### config.mk
export PLATFORM = sky130hd
export DESIGN_NAME = dir_arbiter_flat
export DESIGN_NICKNAME = d
export VERILOG_FILES = /design/src/rtl/pacman_pkg.sv /design/src/rtl/dir_arbiter_if.sv /design/src/rtl/ps2_dir_decode.sv /design/src/rtl/dir_arbiter.sv /design/src/flat_wrapper.sv
export SDC_FILE = /design/constraint.sdc
export NUM_CORES = 1
export LEC_CHECK = 0
export CAP_MARGIN = 30
export CORE_MARGIN = 10
export CORE_UTILIZATION = 55
export CTS_CLUSTER_SIZE = 8
export DETAILED_ROUTE_END_ITERATION = 7
export DONT_BUFFER_PORTS = 1
export PLACE_DENSITY = 0.73
export RECOVER_POWER = 100
export SYNTH_ARGS = -nofsm -noshare
export SYNTH_HDL_FRONTEND = slang
export SYNTH_SLANG_ARGS = --single-unit
### constraint.sdc
create_clock -name clk -period 1.9 [get_ports clk]
set_input_delay 0.285 -clock clk [delete_from_list [all_inputs] [get_ports clk]]
set_output_delay 0.285 -clock clk [all_outputs]
set_load 0.03 [all_outputs]
### src/rtl/pacman_pkg.sv
// Shared encodings for the Pac-Man direction input path: directions,
// keypad codes, PS/2 scan codes and the keypad code map.
package pacman_pkg;

  typedef enum logic [1:0] {
    DIR_UP    = 2'd0,
    DIR_DOWN  = 2'd1,
    DIR_LEFT  = 2'd2,
    DIR_RIGHT = 2'd3
  } dir_e;

  typedef enum logic [1:0] {
    ST_IDLE,
    ST_EXT,
    ST_BRK,
    ST_EXT_BRK
  } ps2_st_e;

  typedef struct packed {
    logic hit;
    dir_e dir;
  } dir_evt_t;

  localparam logic [4:0] KP_UP    = 5'h04;
  localparam logic [4:0] KP_DOWN  = 5'h09;
  localparam logic [4:0] KP_LEFT  = 5'h08;
  localparam logic [4:0] KP_RIGHT = 5'h0A;

  localparam logic [7:0] PS2_EXT   = 8'hE0;
  localparam logic [7:0] PS2_BRK   = 8'hF0;
  localparam logic [7:0] PS2_UP    = 8'h75;
  localparam logic [7:0] PS2_DOWN  = 8'h72;
  localparam logic [7:0] PS2_LEFT  = 8'h6B;
  localparam logic [7:0] PS2_RIGHT = 8'h74;
  localparam logic [7:0] PS2_W     = 8'h1D;
  localparam logic [7:0] PS2_S     = 8'h1B;
  localparam logic [7:0] PS2_A     = 8'h1C;
  localparam logic [7:0] PS2_D     = 8'h23;

  function automatic dir_evt_t kp_map(input logic [4:0] code);
    dir_evt_t r;
    r.hit = 1'b1;
    r.dir = DIR_UP;
    case (code)
      KP_UP:    r.dir = DIR_UP;
      KP_DOWN:  r.dir = DIR_DOWN;
      KP_LEFT:  r.dir = DIR_LEFT;
      KP_RIGHT: r.dir = DIR_RIGHT;
      default:  r.hit = 1'b0;
    endcase
    return r;
  endfunction

endpackage

### src/rtl/dir_arbiter_if.sv
// Keypad/PS/2 inputs and the granted-direction handshake of dir_arbiter.
interface dir_arbiter_if;
  import pacman_pkg::*;

  logic [4:0] key_code;
  logic       key_ready;
  logic [7:0] ps2_byte;
  logic       ps2_ready;
  dir_e       dir;
  logic       dir_src;
  logic       dir_valid;
  logic       dir_ready;
  logic       ovf;

  modport master (
    output key_code, key_ready, ps2_byte, ps2_ready, dir_ready,
    input  dir, dir_src, dir_valid, ovf
  );

  modport slave (
    input  key_code, key_ready, ps2_byte, ps2_ready, dir_ready,
    output dir, dir_src, dir_valid, ovf
  );
endinterface

### src/rtl/ps2_dir_decode.sv
// PS/2 scan-byte decoder: tracks E0/F0 prefixes, emits a one-cycle direction
// event on make codes and drops a stale prefix after TMO_CYCLES idle cycles.
module ps2_dir_decode
  import pacman_pkg::*;
#(
  parameter int TMO_CYCLES = 1000000
) (
  input  logic       clk,
  input  logic       clrn,
  input  logic [7:0] ps2_byte_i,
  input  logic       ps2_ready_i,
  output logic       evt_o,
  output dir_e       dir_o
);

  localparam int CW = (TMO_CYCLES > 1) ? $clog2(TMO_CYCLES) : 1;

  ps2_st_e       st_q, st_d;
  logic [CW-1:0] cnt_q, cnt_d;
  logic          rdy_prev_q, arm_q;
  logic          stb;

  // A level already high out of reset is not a byte: arm only after a low.
  assign stb = ps2_ready_i & ~rdy_prev_q & arm_q;

  always_ff @(posedge clk or negedge clrn) begin
    if (!clrn) begin
      st_q       <= ST_IDLE;
      cnt_q      <= '0;
      rdy_prev_q <= 1'b0;
      arm_q      <= 1'b0;
    end else begin
      st_q       <= st_d;
      cnt_q      <= cnt_d;
      rdy_prev_q <= ps2_ready_i;
      arm_q      <= arm_q | ~ps2_ready_i;
    end
  end

  always_comb begin
    st_d  = st_q;
    cnt_d = '0;
    evt_o = 1'b0;
    dir_o = DIR_UP;
    if (stb) begin
      st_d = ST_IDLE;
      case (st_q)
        ST_IDLE: begin
          case (ps2_byte_i)
            PS2_EXT: st_d = ST_EXT;
            PS2_BRK: st_d = ST_BRK;
            PS2_W:   begin evt_o = 1'b1; dir_o = DIR_UP;    end
            PS2_S:   begin evt_o = 1'b1; dir_o = DIR_DOWN;  end
            PS2_A:   begin evt_o = 1'b1; dir_o = DIR_LEFT;  end
            PS2_D:   begin evt_o = 1'b1; dir_o = DIR_RIGHT; end
            default: ;
          endcase
        end
        ST_EXT: begin
          case (ps2_byte_i)
            PS2_BRK:   st_d = ST_EXT_BRK;
            PS2_UP:    begin evt_o = 1'b1; dir_o = DIR_UP;    end
            PS2_DOWN:  begin evt_o = 1'b1; dir_o = DIR_DOWN;  end
            PS2_LEFT:  begin evt_o = 1'b1; dir_o = DIR_LEFT;  end
            PS2_RIGHT: begin evt_o = 1'b1; dir_o = DIR_RIGHT; end
            default:   ;
          endcase
        end
        default: ; // break code byte is swallowed
      endcase
    end else if (st_q != ST_IDLE) begin
      if (cnt_q == CW'(TMO_CYCLES - 1)) st_d = ST_IDLE;
      else                               cnt_d = cnt_q + 1'b1;
    end
  end

endmodule

### src/rtl/dir_arbiter.sv
// Merges keypad and PS/2 direction events into one valid/ready stream:
// one pending slot per source, round-robin on contention, latest-wins overwrite.
module dir_arbiter
  import pacman_pkg::*;
#(
  parameter int TMO_CYCLES = 1000000
) (
  input logic          clk,
  input logic          clrn,
  dir_arbiter_if.slave bus
);

  logic [4:0] kcode_s1_q, kcode_s2_q;
  logic       krdy_s1_q, krdy_s2_q, krdy_prev_q, karm_q;
  logic [1:0] ksync_vld_q;
  dir_evt_t   kmap;
  logic       kev, pev;
  dir_e       pdir;

  always_ff @(posedge clk or negedge clrn) begin
    if (!clrn) begin
      kcode_s1_q  <= '0;
      kcode_s2_q  <= '0;
      krdy_s1_q   <= 1'b0;
      krdy_s2_q   <= 1'b0;
      krdy_prev_q <= 1'b0;
      karm_q      <= 1'b0;
      ksync_vld_q <= '0;
    end else begin
      kcode_s1_q  <= bus.key_code;
      kcode_s2_q  <= kcode_s1_q;
      krdy_s1_q   <= bus.key_ready;
      krdy_s2_q   <= krdy_s1_q;
      krdy_prev_q <= krdy_s2_q;
      ksync_vld_q <= {ksync_vld_q[0], 1'b1};
      // Arm only on a genuine low, not on the reset-cleared synchronizer.
      karm_q      <= karm_q | (ksync_vld_q[1] & ~krdy_s2_q);
    end
  end

  assign kmap = kp_map(kcode_s2_q);
  assign kev  = krdy_s2_q & ~krdy_prev_q & karm_q & kmap.hit;

  ps2_dir_decode #(.TMO_CYCLES(TMO_CYCLES)) u_ps2 (
    .clk        (clk),
    .clrn       (clrn),
    .ps2_byte_i (bus.ps2_byte),
    .ps2_ready_i(bus.ps2_ready),
    .evt_o      (pev),
    .dir_o      (pdir)
  );

  logic kslot_vld_q, kslot_vld_d, pslot_vld_q, pslot_vld_d;
  dir_e kslot_dir_q, kslot_dir_d, pslot_dir_q, pslot_dir_d;
  logic vld_q, vld_d, src_q, src_d, ovf_q, ovf_d, prio_ps2_q, prio_ps2_d;
  dir_e dir_q, dir_d;
  logic load, grant_k, grant_p;

  assign load = ~vld_q | bus.dir_ready;

  always_comb begin
    grant_k = 1'b0;
    grant_p = 1'b0;
    if (load) begin
      if (kslot_vld_q && pslot_vld_q) begin
        grant_p = prio_ps2_q;
        grant_k = ~prio_ps2_q;
      end else begin
        grant_k = kslot_vld_q;
        grant_p = pslot_vld_q;
      end
    end
  end

  always_comb begin
    kslot_vld_d = kslot_vld_q & ~grant_k;
    kslot_dir_d = kslot_dir_q;
    pslot_vld_d = pslot_vld_q & ~grant_p;
    pslot_dir_d = pslot_dir_q;
    if (kev) begin
      kslot_vld_d = 1'b1;
      kslot_dir_d = kmap.dir;
    end
    if (pev) begin
      pslot_vld_d = 1'b1;
      pslot_dir_d = pdir;
    end
    // A slot being granted this cycle is refilled, not overwritten.
    ovf_d = (kev & kslot_vld_q & ~grant_k) | (pev & pslot_vld_q & ~grant_p);

    vld_d      = vld_q;
    dir_d      = dir_q;
    src_d      = src_q;
    prio_ps2_d = prio_ps2_q;
    if (load) begin
      vld_d = grant_k | grant_p;
      if (grant_k) begin
        dir_d      = kslot_dir_q;
        src_d      = 1'b0;
        prio_ps2_d = 1'b1;
      end else if (grant_p) begin
        dir_d      = pslot_dir_q;
        src_d      = 1'b1;
        prio_ps2_d = 1'b0;
      end
    end
  end

  always_ff @(posedge clk or negedge clrn) begin
    if (!clrn) begin
      kslot_vld_q <= 1'b0;
      kslot_dir_q <= DIR_UP;
      pslot_vld_q <= 1'b0;
      pslot_dir_q <= DIR_UP;
      vld_q       <= 1'b0;
      dir_q       <= DIR_UP;
      src_q       <= 1'b0;
      ovf_q       <= 1'b0;
      prio_ps2_q  <= 1'b0;
    end else begin
      kslot_vld_q <= kslot_vld_d;
      kslot_dir_q <= kslot_dir_d;
      pslot_vld_q <= pslot_vld_d;
      pslot_dir_q <= pslot_dir_d;
      vld_q       <= vld_d;
      dir_q       <= dir_d;
      src_q       <= src_d;
      ovf_q       <= ovf_d;
      prio_ps2_q  <= prio_ps2_d;
    end
  end

  assign bus.dir       = dir_q;
  assign bus.dir_src   = src_q;
  assign bus.dir_valid = vld_q;
  assign bus.ovf       = ovf_q;

endmodule

### src/flat_wrapper.sv
// flat-port wrapper written by rule: the top's interface ports become plain ports
module dir_arbiter_flat import pacman_pkg::*;
#(
  parameter int TMO_CYCLES = 1000000
)
  (clk, clrn, bus_key_code, bus_key_ready, bus_ps2_byte, bus_ps2_ready, bus_dir_ready, bus_dir, bus_dir_src, bus_dir_valid, bus_ovf);
  dir_arbiter_if bus_i ();
  input logic clk;
  input logic clrn;
  input wire logic [$bits(bus_i.key_code)-1:0] bus_key_code;
  input wire logic [$bits(bus_i.key_ready)-1:0] bus_key_ready;
  input wire logic [$bits(bus_i.ps2_byte)-1:0] bus_ps2_byte;
  input wire logic [$bits(bus_i.ps2_ready)-1:0] bus_ps2_ready;
  input wire logic [$bits(bus_i.dir_ready)-1:0] bus_dir_ready;
  output wire logic [$bits(bus_i.dir)-1:0] bus_dir;
  output wire logic [$bits(bus_i.dir_src)-1:0] bus_dir_src;
  output wire logic [$bits(bus_i.dir_valid)-1:0] bus_dir_valid;
  output wire logic [$bits(bus_i.ovf)-1:0] bus_ovf;
  assign bus_i.key_code = bus_key_code;
  assign bus_i.key_ready = bus_key_ready;
  assign bus_i.ps2_byte = bus_ps2_byte;
  assign bus_i.ps2_ready = bus_ps2_ready;
  assign bus_i.dir_ready = bus_dir_ready;
  assign bus_dir = bus_i.dir;
  assign bus_dir_src = bus_i.dir_src;
  assign bus_dir_valid = bus_i.dir_valid;
  assign bus_ovf = bus_i.ovf;
  dir_arbiter #(.TMO_CYCLES(TMO_CYCLES)) u_core (.clk(clk), .clrn(clrn), .bus(bus_i));
endmodule
### After elaboration in Yosys (flattened, before gate mapping)

Index checks and enable logic that the tools add are counted.

| cells by class | value |
|---|---|
| add/sub/neg operators | 1 |
| equal/unequal tests | 16 |
| muxes and demuxes | 31 |
| bitwise operators | 25 |
| reduce and logical (&&, ||, !) cells | 11 |

Operators by type and width:

| operator | count |
|---|---|
| 20-bit 2-to-1 mux | 3 |
| 8-bit by 7-bit equality test with 1-bit output, second input constant | 4 |
| 8-bit by 5-bit equality test with 1-bit output, second input constant | 3 |
| 20-bit by 1-bit adder with 20-bit output, second input constant | 1 |
| 20-bit equality test, second input constant | 1 |
| 2-bit case mux with 3 select lines | 3 |
| 8-bit equality test, second input constant | 2 |
| 5-bit by 4-bit equality test with 1-bit output, second input constant | 3 |
| 1-bit 2-to-1 mux | 14 |
| 2-bit 2-to-1 mux | 7 |
| 1-bit bitwise AND | 12 |
| 2-bit case mux with 2 select lines | 3 |
| 4-bit OR reduction | 3 |
| 8-bit by 6-bit equality test with 1-bit output, second input constant | 1 |
| 1-bit inverter | 8 |
| 2-bit nonzero test | 4 |
| 5-bit by 3-bit equality test with 1-bit output, second input constant | 1 |
| 1-bit bitwise OR | 5 |
| 2-bit AND reduction | 2 |
| 2-bit by 1-bit equality test with 1-bit output, second input constant | 1 |
| 2-bit logical NOT | 1 |
| 1-bit case mux with 2 select lines | 1 |
| 1-bit logical AND | 1 |

| storage, ports and cells | value |
|---|---|
| bits in registers | 52 |
| bits of input ports | 18 |
| output and inout bits | 5 |
| word-level logic and storage cells | 104 |

### Longest topological paths before layout

Gate-level depths: netlist of run 1.

| logic depth | value |
|---|---|
| depth in word-level cells | 8 |
| depth in mapped cells | 7 |
| mapped depth without buffers | 6 |

### Hierarchy

A second synthesis of run 1 with hierarchy kept.

| unflattened totals | value |
|---|---|
| cells, all modules | 219 |
| area total of the unflattened synthesis | 2346.0 um^2 |

Modules (own cells, without submodules):

| module | times used | cells each | area each (um^2) | sequential area each (um^2) |
|---|---|---|---|---|
| ps2_dir_decode | 1 | 153 | 1382.6 | 600.6 |
| dir_arbiter | 1 | 66 | 963.4 | 700.7 |

### Worst setup path after synthesis of run 1

Ideal clock, no wire load.

| timing | value |
|---|---|
| kind | input -> register |
| start point | input bus_ps2_byte[0] |
| end point | register u_core.pslot_dir_q[0] |
| setup time | 0.125 ns |
| arrival | 1.650 ns |
| data required time | 1.775 ns |
| slack | 0.125 ns |
| cell stages on the path | 6 |
| path buffers | 1 |
| cell sequence | buf_6 -> or3b_4 -> a2111oi_4 -> o21ai_2 -> a21boi_4 -> mux2_4 |

| between the ends | value |
|---|---|
| cells in the longest elaborated chain, start to end | 5 |
| elaborated cells between the ends (all ways) | 18 |
| those cells by class | 8 x eq/ne; 8 x mux; 2 x reduce/logical |

RTL lines:

| what | line | text |
|---|---|---|
| start: declaration | flat_wrapper.sv:12 | `input wire logic [$bits(bus_i.ps2_byte)-1:0] bus_ps2_byte;` |
| 8-bit by 7-bit equality test with 1-bit output, or another cell as far along | ps2_dir_decode.sv:60 | `case (ps2_byte_i)` |
| 4-bit OR reduction (no source line) | n/a |  |
| 1-bit 2-to-1 mux, on equally long branches | ps2_dir_decode.sv:60, ps2_dir_decode.sv:49 |  |
| 1-bit case mux with 2 select lines | ps2_dir_decode.sv:47 | `case (st_q)` |
| 1-bit 2-to-1 mux | ps2_dir_decode.sv:45 | `if (stb) begin` |
| end signal: assignment | dir_arbiter.sv:124 | `pslot_dir_q <= pslot_dir_d;` |
| end: declaration | dir_arbiter.sv:54 | `dir_e kslot_dir_q, kslot_dir_d, pslot_dir_q, pslot_dir_d;` |

Several ways; a longest one is shown, not always the timed one.
A chain may end at the register's enable or synchronous reset.

### Final worst setup path of run 1

| timing | value |
|---|---|
| start point | register u_core.u_ps2.st_q[0] |
| end point | register u_core.pslot_dir_q[0] |

| between the ends | value |
|---|---|
| cells in the longest elaborated chain, start to end | 3 |
| elaborated cells between the ends (all ways) | 6 |
| those cells by class | 1 x eq/ne; 4 x mux; 1 x reduce/logical |

RTL lines:

| what | line | text |
|---|---|---|
| start: declaration | ps2_dir_decode.sv:18 | `ps2_st_e st_q, st_d;` |
| start signal: assignment | ps2_dir_decode.sv:33 | `st_q <= st_d;` |
| 2-bit by 1-bit equality test with 1-bit output or 2-bit logical NOT (tied branches) | ps2_dir_decode.sv:47 |  |
| 2-bit case mux with 2 select lines or 1-bit case mux with 2 select lines (tied branches) | ps2_dir_decode.sv:47 |  |
| 2-bit 2-to-1 mux or 1-bit 2-to-1 mux (tied branches) | ps2_dir_decode.sv:45 |  |

Several ways; a longest one is shown, not always the timed one.

==> results.json, run 1 <==
{
  "r2r_slack_ns": 0.16,
  "fp.dieH_um": 85.1,
  "reg2reg_to": "u_core.pslot_dir_q[0]",
  "io_buffers": 0,
  "h-tree-depth": 2,
  "ios": 23,
  "fin_skew_ns": 0.0102,
  "drv_cap": 0,
  "synth_mux_area_share_pct": 1.50,
  "min_to": "u_core.u_ps2.arm_q",
  "antenna_found_initial": 0,
  "synth_compound_area_share_pct": 10.7,
  "crit_type": "register to register",
  "grt_pass1_vias": 1627,
  "required_ns": 2.10,
  "synth.area.top_cells": "dfrtp_1, xor2_1, nor2_1",
  "nNetsFinal": 248,
  "reg2reg_depth": 5,
  "synthTopCellsByCount": "dfrtp_1, nor2_1, nand2_1",
  "cp-start-kind": "register",
  "finalCritPeriodShare_pct": 91.8,
  "hold_path_class": "input pin to register",
  "drc": 0,
  "path_clk_slew_ns": 0.10,
  "utilization_pct": 63.8,
  "setup-violations-final": 0,
  "ys_warn_count": 0,
  "slew_violations": 0,
  "start_util_pct": 57.4,
  "async_flop_share_pct": 100,
  "total_power_uw": 1960,
  "drt_iter0_markers": 90,
  "status": "completed",
  "worst-path-max-fanout": 5,
  "drtAntennaViolNets": 0,
  "endpoint_kind": "register",
  "gp_congestion": 0.909,
  "syn-instance-count": 212,
  "ir_drop_uv": 550,
  "drt_pass1_iterations": 4,
  "placementRows": 23,
  "synth_fp_nets": 231,
  "setup_tns_ns": 0,
  "synth_fa_ha_area_share_pct": 0.537,
  "holdPathStages": 1,
  "wl_mm": 4.40,
  "power_density_nw_per_um2": 757,
  "hold_viol": 0,
  "worstMarginPinSlew_ns": 1.24,
  "clockRootBuffer": "clkbuf_8",
  "period_needed_ns": 1.74,
  "diodes": 0,
  "design.core.area_um2": 4060,
  "grt_max_degree": 53,
  "track_usage_pct": 12.8,
  "rr_startpoint": "u_core.u_ps2.st_q[0]",
  "max_slew_margin_pct": 17.1,
  "place_inst": 263,
  "die_w_um": 85.1,
  "grt_pass1_wl_mm": 7.76,
  "cts_buffers": 5,
  "synth-edff-count": 0,
  "routed_via_density": 5.75,
  "netlist_area_um2": 2330,
  "yosysMostFrequentCell": "dfrtp_1",
  "clockBufferDepth": 2,
  "syn_avg_cell_area_um2": 11.0,
  "cp_data_arrival_time_ns": 1.95,
  "cts_tree": "yes",
  "cts_sinks": 52,
  "wl_per_cell_um": 15.7,
  "stdcell_count": 280,
  "p_leak_uw": 0.00113,
  "clock.fmax_ghz": 0.573,
  "cts_setup_buffers": 0,
  "hpwlAfterDp_mm": 3.09,
  "synth-seq-cells": 52,
  "min_from": "bus_ps2_ready",
  "ys_types": 47,
  "layout-drive-gt1-share_pct": 9.13,
  "routed-via-count": 1609,
  "synthFlopType": "dfrtp_1",
  "rsz0062_at_grt": "false",
  "yosys.area_share.simple_pct": 22.0,
  "yosysSeqAreaShare_pct": 55.8,
  "dieArea_um2": 7240,
  "grt.overflow.total": 0,
  "synth_top_family_by_area": "simple AND/OR/NAND/NOR gates",
  "yosys.area_share.xor_xnor_pct": 7.51,
  "synth_top_cell_by_area": "dfrtp_1",
  "area_growth_pct": 11.0,
  "synth.top_cell.area_share_pct": 55.8,
  "worst_skew_pair.late_latency_ns": 0.31
}
==> cells by family after synthesis <==
logic type / count (synthesis)
xor+xnor: 20
compound gates: 32
buf+inv: 9
other cells: 1
flops: 52
fa+ha+maj: 1
mux: 3
simple gates: 94
==> sequential cells by signal, summed over array words and instances (netlist names), 2 cells and up <==
register            cells
u_core.bus.dir          2
u_core.kcode_s1_q       5
u_core.u_ps2.cnt_q     20
u_core.kslot_dir_q      2
u_core.u_ps2.st_q       2
u_core.pslot_dir_q      2
u_core.kcode_s2_q       5
u_core.ksync_vld_q      2
==> cell usage in the layout, fill, tap and decap left out, drive strengths merged, types with 3 or more instances in the layout <==
cell type / instances
buf: 3
and4: 4
and3b: 3
nand4: 6
nor2: 27
dfrtp: 52
inv: 7
dlygate4sd3: 8
nand3: 7
a21oi: 4
nor3: 3
nand2b: 6
nor2b: 3
nand2: 18
clkbuf: 7
nor4: 5
o21ai: 11
xnor2: 6
xor2: 14
==> power by group <==
group | switching (uW) | internal (uW) | total, uW
logic | 59.3 | 51.5 | 111
clock network | 385 | 269 | 654
registers | 45.9 | 1150 | 1190
==> how the worst max path moves through the flow <==
stage                                startpoint  slack, ns  cells after the start                endpoint
after floorplan                 bus_ps2_byte[0]       0.13                      6   u_core.pslot_dir_q[0]
after global routing      u_core.u_ps2.cnt_q[0]       0.04                      7  u_core.u_ps2.cnt_q[10]
final                      u_core.u_ps2.st_q[0]       0.16                      5   u_core.pslot_dir_q[0]
after global placement     u_core.u_ps2.st_q[1]       0.22                      5   u_core.pslot_dir_q[0]
after CTS                 u_core.u_ps2.cnt_q[0]       0.19                      7  u_core.u_ps2.cnt_q[14]
after detailed placement        bus_ps2_byte[0]       0.21                      5   u_core.pslot_dir_q[0]
==> stage by stage <==
step	hold slack, ns	cell area [um2]	setup slack, ns
after detailed placement	-0.00904	2400	0.210
final	0.0367	2590	0.156
after floorplan	-0.0106	2330	0.125
after CTS	0.0356	2610	0.186
after global placement	-0.00904	2400	0.218
after global routing	0.0431	2590	0.0397
==> layer usage <==
layer | GRT usage, % | vias up | wire length [um]
li1 | - | 774 | -
met1 | 14.9 | 786 | 1910
met2 | 20.8 | 39 | 2140
met3 | 4.59 | 10 | 263
met4 | 5.24 | 0 | 91
met5 | 0 | - | 0
==> cell type report <==
| class | count | area (um2) |
|---|---|---|
| Multi-Input combinational cell | 151 | 991 |
| Clock inverter | 3 | 26.3 |
| Sequential cell | 52 | 1300 |
| Tap cell | 50 | 62.6 |
| Inverter | 6 | 22.5 |
| Clock buffer | 5 | 68.8 |
| Fill cell | 316 | 1470 |
| Timing Repair Buffer | 13 | 115 |
==> critical path: stages, from the launching register on <==
cell and delay (ns):
dfrtp_1 0.44, nor4_1 0.36, and4_1 0.25, o21ai_0 0.11
a21boi_4 0.17, mux2_4 0.30
==> repair_timing <==
item,in CTS,in global routing
hold buffers,9,0
gates resized for setup,0,1
endpoints found under the hold margin,59,0
endpoints found under the setup margin,0,2
(Power assumes the default switching activity.)
==> run 2, diff against run 1 <==
Clock period 1.9 ns to 1.8 ns, I/O delays scaled along.
==> results.json, run 2 (same netlist as run 1, synthesis figures left out) <==
{
  "gp_congestion": 0.919,
  "drtAntennaViolNets": 0,
  "cts_sinks": 52,
  "nNetsFinal": 249,
  "grt_use_met3_pct": 3.73,
  "area_growth_pct": 12.5,
  "track_usage_pct": 12.4,
  "utilization_pct": 64.6,
  "routed-via-count": 1616,
  "ios": 23,
  "top_usage_layer": "met2",
  "grt_pass1_wl_mm": 7.55,
  "clockBufferDepth": 2,
  "start_util_pct": 57.4,
  "mostFrequentLayoutCells": "dfrtp_1, nor2_1, nand2_1",
  "required_ns": 1.99,
  "reg2reg_depth": 5,
  "design.core.area_um2": 4060,
  "worst_skew_pair.late_latency_ns": 0.30,
  "largest_reg_flops": 20,
  "crit_path_cell_trace": "nand3b_1, a2111oi_4, o21ai_0, a21boi_4, mux2_4",
  "placementRows": 23,
  "largest_register": "u_core.u_ps2.cnt_q",
  "largestRegisters": "u_core.u_ps2.cnt_q: 20 flops, u_core.kcode_s1_q: 5 flops, u_core.kcode_s2_q: 5 flops",
  "worstMarginPinSlew_ns": 0.578,
  "slew_violations": 0,
  "grt.overflow.total": 0,
  "worst-path-max-fanout": 5,
  "drt_pass1_iterations": 4,
  "wl_per_cell_um": 15.4,
  "drv_cap": 0,
  "holdPathStages": 1,
  "hpwlAfterDp_mm": 3.04,
  "grt_use_met1_pct": 14.6,
  "cts_buffers": 5,
  "final-seq-area_um2": 1300,
  "rsz0062_at_grt": "false",
  "crit_type": "register to register",
  "dieArea_um2": 7240,
  "final_common_cell": "dfrtp_1",
  "status": "completed",
  "routed_via_density": 5.75,
  "multi_input_area_um2": 997,
  "io_buffers": 0,
  "grt_max_degree": 53,
  "max_slew_margin_pct": 61.0,
  "min_from": "bus_ps2_ready",
  "fill_cells": 311,
  "fin_skew_ns": 0.00883,
  "drc": 0,
  "clockRootBuffer": "clkbuf_8",
  "drt_iter0_markers": 92,
  "setup_tns_ns": 0,
  "wl_mm": 4.34,
  "period_needed_ns": 1.68,
  "ir_drop_uv": 435,
  "reg2reg_to": "u_core.pslot_dir_q[0]",
  "diodes": 0,
  "rr_startpoint": "u_core.u_ps2.st_q[1]",
  "cp_slowest_cell": "dfrtp_1",
  "h-tree-depth": 2,
  "cp-start-kind": "register",
  "cts_tree": "yes",
  "min_to": "u_core.u_ps2.arm_q",
  "grt_pass1_vias": 1583,
  "finalCritPeriodShare_pct": 93.4,
  "endpoint_kind": "register",
  "slowest_delay_ns": 0.43,
  "power_density_nw_per_um2": 785,
  "p_leak_uw": 0.00114,
  "die_w_um": 85.1,
  "use_met2_pct": 20.8,
  "antenna_found_initial": 0,
  "hold_path_class": "input pin to register",
  "r2r_slack_ns": 0.12,
  "clock.fmax_ghz": 0.595,
  "hold_viol": 0,
  "path_clk_slew_ns": 0.10,
  "setup-violations-final": 0,
  "cp_data_arrival_time_ns": 1.87,
  "layout-drive-gt1-share_pct": 9.52,
  "fp.dieH_um": 85.1
}
[run 2: final cells by class]
| class | instances | area share [%] |
|---|---|---|
| flip-flops and latches | 52 | 49.6 |
| inverters | 6 | 0.859 |
| well taps | 50 | 2.39 |
| clock buffers | 5 | 2.62 |
| repair buffers | 14 | 5.53 |
| clock inverters | 3 | 0.954 |
| multi-input cells | 151 | 38.0 |
[run 2: worst max-delay path: cells and delay by family (launching register included)]
| family | cells | cell delay [ns] |
|---|---|---|
| muxes | 1 | 0.30 |
| AOI/OAI and AO/OA | 3 | 0.60 |
| DFF | 1 | 0.43 |
| and+or+nand+nor | 1 | 0.25 |
[run 2: routing by layer]
metal	up-vias	wire length (um)
li1	783	-
met1	786	1850
met2	43	2190
met3	4	261
met4	0	30
met5	-	0
[run 2: stage by stage]
step	power [uW]	instance area (um2)	hold slack (ns)	cells	setup slack (ns)
detailed placement	1370	2410	-0.0239	264	0.0585
CTS	2080	2610	0.0285	281	0.0495
global placement	1360	2410	-0.0240	264	0.135
global route	2150	2620	0.0297	281	0.0129
floorplan	1340	2330	-0.0256	212	0.0403
finish	2060	2620	0.0338	281	0.120
[run 2: how the worst max path moves through the flow]
stage / from / to / slack [ns]
2_1_floorplan: bus_ps2_byte[0] / u_core.pslot_dir_q[0] / 0.04
5_1_grt: u_core.u_ps2.cnt_q[0] / u_core.u_ps2.cnt_q[7] / 0.01
3_3_place_gp: bus_ps2_byte[0] / u_core.pslot_dir_q[0] / 0.14
3_5_place_dp: u_core.u_ps2.cnt_q[0] / u_core.u_ps2.cnt_q[9] / 0.06
4_1_cts: u_core.u_ps2.cnt_q[0] / u_core.u_ps2.cnt_q[9] / 0.05
6_report: u_core.u_ps2.st_q[1] / u_core.pslot_dir_q[0] / 0.12
[run 2: power by group]
group / internal (uW) / switching [uW] / leakage (uW) / total, uW
registers: 1210 / 45.4 / 0.000671 / 1260
clock network: 284 / 390 / 0.0000452 / 674
logic: 61.0 / 67.2 / 0.000421 / 128
total: 1560 / 503 / 0.00114 / 2060
[run 2: repair_timing]
action / 4_1_cts / 5_1_grt
hold endpoints to repair: 59 / 0
endpoints found under the setup margin: 0 / 21
gates resized for setup: 0 / 3
hold buffers: 9 / 0
buffers inserted: 0 / 0
==> run 3, diff against run 2 <==
--- a/config.mk
+++ b/config.mk
@@ -9,3 +9,3 @@
 export CORE_MARGIN = 10
-export CORE_UTILIZATION = 55
+export CORE_UTILIZATION = 60
 export CTS_CLUSTER_SIZE = 8
@@ -13,3 +13,3 @@
 export DONT_BUFFER_PORTS = 1
-export PLACE_DENSITY = 0.73
+export PLACE_DENSITY = 0.79
 export RECOVER_POWER = 100
==> constraint.sdc (replaced) <==
create_clock -name clk -period 1.8 [get_ports clk]
set_input_delay 0.18 -clock clk [delete_from_list [all_inputs] [get_ports clk]]
set_output_delay 0.18 -clock clk [all_outputs]
set_load 0.03 [all_outputs]
==> results.json, run 3 (same netlist as run 1, synthesis figures left out) <==
{
  "status": "completed",
  "clockRootBuffer": "clkbuf_8",
  "crit_type": "register to register",
  "fill_cells": 270,
  "mostFrequentLayoutCells": "dfrtp_1, nor2_1, nand2_1",
  "cts_sinks": 52,
  "nNetsFinal": 250,
  "final_common_cell": "dfrtp_1",
  "largest_reg_flops": 20,
  "routed-via-count": 1612,
  "cp_slowest_cell": "dfrtp_1",
  "wl_mm": 4.35,
  "drt_iter0_markers": 68,
  "track_usage_pct": 14.2,
  "drtAntennaViolNets": 0,
  "fin_ws_ns": 0.133,
  "required_ns": 2.00,
  "grt_pass1_vias": 1708,
  "finalCritPeriodShare_pct": 92.6,
  "die_w_um": 82.3,
  "hold_path_class": "input pin to register",
  "clock.fmax_ghz": 0.600,
  "path_clk_slew_ns": 0.09,
  "setup-violations-final": 0,
  "worst-path-max-fanout": 5,
  "pre_cts_slack_ns": 0.131,
  "fp.dieH_um": 82.3,
  "cp-start-kind": "register",
  "fin_skew_ns": 0.0116,
  "largest_register": "u_core.u_ps2.cnt_q",
  "largestRegisters": "u_core.u_ps2.cnt_q: 20 flops, u_core.kcode_s1_q: 5 flops, u_core.kcode_s2_q: 5 flops",
  "drt_pass1_iterations": 4,
  "worstMarginPinSlew_ns": 1.23,
  "wl_per_cell_um": 15.5,
  "r2r_slack_ns": 0.13,
  "slowest_delay_ns": 0.42,
  "p_int_uw": 1690,
  "drc": 0,
  "io_buffers": 0,
  "grt_max_degree": 53,
  "hpwlAfterDp_mm": 2.98,
  "power_switching_share_pct": 21.9,
  "routed_via_density": 5.76,
  "combPwrFrac_pct": 5.8,
  "grt_pass1_wl_mm": 7.57,
  "switchingPower_uw": 473,
  "p_clk_share_pct": 36.1,
  "start_util_pct": 62.7,
  "diodes": 0,
  "h-tree-depth": 2,
  "area_growth_pct": 12.5,
  "max_slew_margin_pct": 18.1,
  "power_density_nw_per_um2": 824,
  "hold_viol": 0,
  "multi_input_area_um2": 997,
  "grt.overflow.total": 0,
  "ir_drop_uv": 578,
  "placementRows": 22,
  "gp_congestion": 0.807,
  "seq_power_share_pct": 58.2,
  "cp_data_arrival_time_ns": 1.87,
  "ios": 23,
  "p_leak_uw": 0.00114,
  "crit_path_cell_trace": "nor4_1, and4_1, o21ai_2, a21boi_4, mux2_4",
  "final-seq-area_um2": 1300,
  "clockBufferDepth": 2,
  "rsz0062_at_grt": "false",
  "design.core.area_um2": 3720,
  "cts_tree": "yes",
  "antenna_found_initial": 0,
  "worst_skew_pair.late_latency_ns": 0.31,
  "layout-drive-gt1-share_pct": 9.48,
  "setup_tns_ns": 0,
  "endpoint_kind": "register",
  "dieArea_um2": 6780,
  "cts_buffers": 5,
  "period_needed_ns": 1.67,
  "drv_cap": 0,
  "slew_violations": 0
}
## run 3: layout make-up
class / instances / share of cell area (%)
clock inverter: 2 / 1.48
tap: 48 / 2.29
timing repair buffer: 15 / 4.92
inverter: 6 / 0.859
multi-input combinational: 151 / 38.0
clock buffer: 6 / 2.77
sequential: 52 / 49.6
## run 3: worst max-delay path: cells and delay by family (launching register included)
family / cells / cell delay, ns
flip-flops: 1 / 0.42
AND/OR/NAND/NOR: 2 / 0.62
AO/OA/AOI/OAI: 2 / 0.22
multiplexers: 1 / 0.30
## run 3: power by group through the flow
stage / Sequential, uW / Clock [uW] / Combinational (uW)
after floorplan: 1270 / 0 / 72.1
after global placement: 1280 / 0 / 80.4
after detailed placement: 1280 / 0 / 84.3
after CTS: 1260 / 801 / 131
after global routing: 1260 / 864 / 138
final: 1260 / 779 / 125
## run 3: repair_timing
action,4_1_cts,5_1_grt
endpoints found under the hold margin,61,0
hold buffers,10,0
gates resized for setup,0,2
setup endpoints to repair,0,20
buffers inserted,0,0
## run 3: stage by stage
stage	area, um2	hold WS [ns]	total power [uW]	std cells	util (%)
CTS	2640	0.0543	2190	280	71.0
finish	2620	0.0589	2160	280	70.5
global route	2620	0.0672	2270	280	70.5
detailed placement	2410	-0.114	1360	262	64.8
floorplan	2330	-0.116	1340	212	-
global placement	2410	-0.114	1360	262	64.8
## run 3: worst paths after layout
check | startpoint | to | depth (start not counted)
worst min-delay path | bus_ps2_byte[7] | u_core.u_ps2.st_q[0] | 2
max in group asynchronous | clrn | u_core.karm_q | 2
worst max-delay path | u_core.u_ps2.st_q[1] | u_core.pslot_dir_q[0] | 5
worst max register to register | u_core.u_ps2.st_q[1] | u_core.pslot_dir_q[0] | 5
min in group asynchronous | clrn | u_core.bus.dir_valid | 2
worst min register to register | u_core.kcode_s1_q[2] | u_core.kcode_s2_q[2] | 0
## run 3: layer usage
metal / share of wire, % / GRT usage [%] / wire length, um
met1: 41 / 15.5 / 1790
met2: 50 / 24.1 / 2180
met3: 6.3 / 4.86 / 276
met4: 2.4 / 7.14 / 105
met5: 0 / 0 / 0
==> edit 1, RTL diff (config.mk and constraints of run 3) <==
The 4 values of `ps2_st_e` get a Gray code encoding in 2 bits.
--- a/src/rtl/pacman_pkg.sv
+++ b/src/rtl/pacman_pkg.sv
@@ -12,6 +12,6 @@
   typedef enum logic [1:0] {
-    ST_IDLE,
-    ST_EXT,
-    ST_BRK,
-    ST_EXT_BRK
+    ST_IDLE    = 2'b00,
+    ST_EXT     = 2'b01,
+    ST_BRK     = 2'b11,
+    ST_EXT_BRK = 2'b10
   } ps2_st_e;
Function: same outputs for any inputs over 10 cycles, from zero or initial values; not proved beyond that.
==> edit 1 against run 3 <==
  * The run now ends with negative setup slack left
  * Area after synthesis fell by 1.6%
  * Utilization rose by 0.63 points
  * Cell area is 0.14% higher
  * Clock power fell by 9.5%
  * Synthesized cell count is 1.9% higher
  * Setup slack got worse by 0.14 ns
  * First-iteration DRC count rose to 3.1 times the old value
  * Routed wire length increased by 8.0%
  * Sequential cell count is the same
  * Die area down 1.2%
  * Total power fell by 2.6%
==> edit 1: results (changes against run 3) <==
metric,value,unit,change
Worst Hold Class,primary input to flip-flop,,
number of synthesis warnings,0,,unchanged
Critical-path top delay cell,sky130_fd_sc_hd__or4_1,,
Max Fanout on Critical Path,10,,+5
number of buffers created by CTS,5,,unchanged
Max stage delay on crit path,0.48,ns,+0.06 ns
Critical Path AT,2.00,ns,+0.13 ns
synth top area cells,"sky130_fd_sc_hd__dfrtp_1 (57%), sky130_fd_sc_hd__xor2_1 (6.1%), sky130_fd_sc_hd__nor2_1 (3.9%)",,
worst supply voltage drop on vdd,0.000658,V,+14%
number of I/O port buffers,0,,unchanged
clock transition time at the flip-flop clock pins of the worst setup and hold paths,0.10,ns,
async set-or-reset flop fraction in the synthesized netlist,100,%,unchanged
detailed router's first-iteration violation count,210,,+210%
max_slew headroom,18.8,%,+0.62 points
placed cell count,267,,+1.9%
# diodes,0,,unchanged
drt total wl,4700,µm,+8.0%
Placer Congestion,0.818,,+1.3%
"Cell Count, Final, Fillers Out",286,,+2.1%
final worst slack,-0.00764,ns,-0.141 ns
placed wire-length estimate after detailed placement,3180,µm,+6.8%
clock skew,0.00574,ns,-0.00584 ns
drt via density,5.99,,+4.0%
pre-CTS worst setup slack,0.0730,ns,-0.0584 ns
ratio of cells with drive above 1 in the final layout,9.24,%,-0.24 points
syn_nets,235,,+1.7%
GRT Resource Usage Total,14.1,%,-0.092 points
result of the run,"finished, violations left",,
Clock Latency Late Sink,0.31,ns,about the same
maximum number of pins on one net before global-route repair,53,,unchanged
Leak Pwr,1.14,nW,+0.19%
detailed-routing iteration count for the pre-antenna-repair pass,4,,unchanged
violated checks,negative setup slack,,
share of the yosys chip area belonging to registers,56.7,%,+0.88 points
antenna violations before repair,0,,unchanged
registers with the most flip-flops,"u_core.u_ps2.cnt_q x20, u_core.kcode_s1_q x5, u_core.kcode_s2_q x5",,
number of distinct standard cells referenced by the synthesized netlist,41,,-13%
average cell area after synthesis,10.6,µm²,-3.4%
vias in the first global route,1675,,-1.9%
global-route wire length before repair,7470,µm,-1.3%
final net count,256,,+2.4%
"top cells by count, synth","sky130_fd_sc_hd__dfrtp_1 (52), sky130_fd_sc_hd__nor2_1 (24), sky130_fd_sc_hd__nand2_1 (21), sky130_fd_sc_hd__xor2_1 (16), sky130_fd_sc_hd__nand3_1 (11)",,
total setup violations reported at the end of the flow,1,,+1
leading register cell type out of synthesis,sky130_fd_sc_hd__dfrtp_1,,
[edit 1: report_power, final]
group / internal (mW) / switching (mW) / total (mW)
Sequential: 1.22 / 0.0683 / 1.28
Clock: 0.294 / 0.411 / 0.705
Combinational: 0.0506 / 0.0662 / 0.117
[edit 1: cell type report]
class,count,area [µm²]
tap,48,60.1
timing repair buffer,18,179
sequential,52,1300
fill,259,1060
inverter,9,33.8
multi-input combinational,151,952
clock inverter,3,28.8
clock buffer,5,68.8
[edit 1: per-stage QoR]
step	cell area [µm²]	setup TNS (ns)
2_1_floorplan	2290	0
3_3_place_gp	2390	0
3_5_place_dp	2390	0
4_1_cts	2590	0
5_1_grt	2630	-0.823
6_report	2630	-0.00764
[edit 1: what timing repair did]
item / 4_1_cts / 5_1_grt
buffers inserted: 0 / 1
hold buffers: 9 / 0
setup endpoints to repair: 0 / 21
endpoints found under the hold margin: 60 / 0
gates resized for setup: 0 / 4
[edit 1: worst paths after layout]
kind	slack, ns	end	cells past startpoint	from
max	-0.008	u_core.u_ps2.cnt_q[18]	6	u_core.u_ps2.cnt_q[18]
min reg2reg	0.36	u_core.krdy_s2_q	0	u_core.krdy_s1_q
max reg2reg	-0.008	u_core.u_ps2.cnt_q[18]	6	u_core.u_ps2.cnt_q[18]
min	0.01	u_core.u_ps2.st_q[1]	2	bus_ps2_byte[4]
min in group asynchronous	0.66	u_core.prio_ps2_q	2	clrn
max in group asynchronous	0.32	u_core.u_ps2.st_q[0]	2	clrn
[edit 1: worst max-delay path: cells and delay by family, from the launching register on]
kind                   cells  cell delay (ns)
buffers and inverters      1             0.20
and+or+nand+nor            3             0.66
AOI/OAI and AO/OA          2             0.43
DFF                        1             0.41
[edit 1: layer usage]
layer	vias up	routed length (µm)	global-route usage [%]
met5	-	0	0
met4	0	156	7.48
met3	20	319	3.60
met2	67	2340	23.9
met1	837	1890	16.0
li1	789	-	-
[edit 1: kinds of logic (layout without fill, tap and decap cells)]
kind of cell | after synthesis | count (layout) | share of synthesized area, %
AOI/OAI and AO/OA | 30 | 30 | 8.61
xor gates and xnor gates | 20 | 20 | 7.63
adders and majority gates | 1 | 1 | 0.545
buffers and inverters | 13 | 35 | 2.78
DFF | 52 | 52 | 56.7
muxes | 3 | 3 | 1.36
other | 1 | 1 | 0.163
and+or+nand+nor | 96 | 96 | 22.2
==> edit 2, RTL diff (flow settings as in run 3) <==
Without the edit above. `TMO_CYCLES` is set to 1000000 in 3 places; all go to 2000000.
--- a/src/rtl/ps2_dir_decode.sv
+++ b/src/rtl/ps2_dir_decode.sv
@@ -5,3 +5,3 @@
 #(
-  parameter int TMO_CYCLES = 1000000
+  parameter int TMO_CYCLES = 2000000
 ) (
--- a/src/rtl/dir_arbiter.sv
+++ b/src/rtl/dir_arbiter.sv
@@ -5,3 +5,3 @@
 #(
-  parameter int TMO_CYCLES = 1000000
+  parameter int TMO_CYCLES = 2000000
 ) (
--- a/src/flat_wrapper.sv
+++ b/src/flat_wrapper.sv
@@ -3,3 +3,3 @@
 #(
-  parameter int TMO_CYCLES = 1000000
+  parameter int TMO_CYCLES = 2000000
 )
Formal check against the unedited RTL: same outputs for any inputs over 10 cycles, from zero or initial values; that may be too few to reach the edited logic, so the function may still have changed.
==> edit 2 against run 3 <==
  * Total power increased by 3.7%
  * Sequential cell count is 1 higher
  * Clock power shrank 16%
  * Worst hold slack better by 0.0059 ns
  * Cell area up 1.1%
  * Sequential power increased by 8%
  * Combinational power is 80% higher
  * Routed wire length shrank 1.6%
  * Utilization increased by 1.3 points
  * Die area down 0.69%
  * Count of clock-buffer cells in the layout shrank 1
  * Setup slack lost 0.10 ns
  * Area after synthesis down 0.91%
  * Critical endpoint unchanged
  * Largest cell class unchanged
  * Largest power group unchanged
==> edit 2: results (changes against run 3) <==
metric,value,unit,change
final net count,255,,+2.0%
startpoint of the most critical register-to-register path,u_core.u_ps2.st_q[0],,
clock skew,0.00785,ns,-0.00373 ns
Placer Congestion,0.868,,+7.5%
placed cell count,265,,+1.1%
worst supply voltage drop on vdd,0.000683,V,+18%
ratio of cells with drive above 1 in the final layout,13.1,%,+3.6 points
Worst Hold Margin,0.0649,ns,+0.00593 ns
global-route wire length before repair,7070,µm,-6.6%
"Cell Count, Final, Fillers Out",285,,+1.8%
vias in the first global route,1665,,-2.5%
Max stage delay on crit path,0.45,ns,+0.03 ns
placed wire-length estimate after detailed placement,2930,µm,-1.4%
fraction of met1 tracks used by global routing,15.6,%,+0.12 points
global routing usage on met2,22.3,%,-1.8 points
result of the run,"finished, final reports clean",,
maximum number of pins on one net before global-route repair,54,,+1.9%
Max Fanout on Critical Path,4,,-1
pre-CTS worst setup slack,-0.00559,ns,-0.137 ns
synth top area cells,"sky130_fd_sc_hd__dfrtp_1 (57%), sky130_fd_sc_hd__xor2_1 (4.9%), sky130_fd_sc_hd__nor2_1 (4.1%)",,
met3 GRT Util,4.26,%,-0.60 points
Leak Pwr,1.14,nW,about the same
post-cts gate resize count,2,,+2
"top cells by count, synth","sky130_fd_sc_hd__dfrtp_1 (53), sky130_fd_sc_hd__nor2_1 (25), sky130_fd_sc_hd__nand2_1 (19), sky130_fd_sc_hd__xor2_1 (13)",,
Critical Path AT,1.95,ns,+0.08 ns
## edit 2: cell families after synthesis
family / Yosys count / share of synthesized area (%)
AO/OA/AOI/OAI: 29 / 7.86
XOR/XNOR: 21 / 7.96
adder cells (fa/ha/maj): 1 / 0.542
buffers and inverters: 8 / 1.41
flip-flops: 53 / 57.4
multiplexers: 2 / 0.867
other: 1 / 0.162
AND/OR/NAND/NOR: 96 / 23.8
## edit 2: cell type report
class	count	area, µm²	share of cell area, %
inverters	5	18.8	0.709
clock inverters	3	21.3	0.803
multi-input cells	150	967	36.5
repair buffers	21	184	6.94
well taps	48	60.1	2.27
flip-flops and latches	53	1330	50.2
clock buffers	5	68.8	2.60
## edit 2: power by group
group          leakage, nW  total [mW]  switching [mW]  internal, mW
Combinational        0.418       0.225           0.136        0.0899
Clock               0.0445       0.651           0.374         0.276
Sequential           0.678        1.36          0.0994          1.26
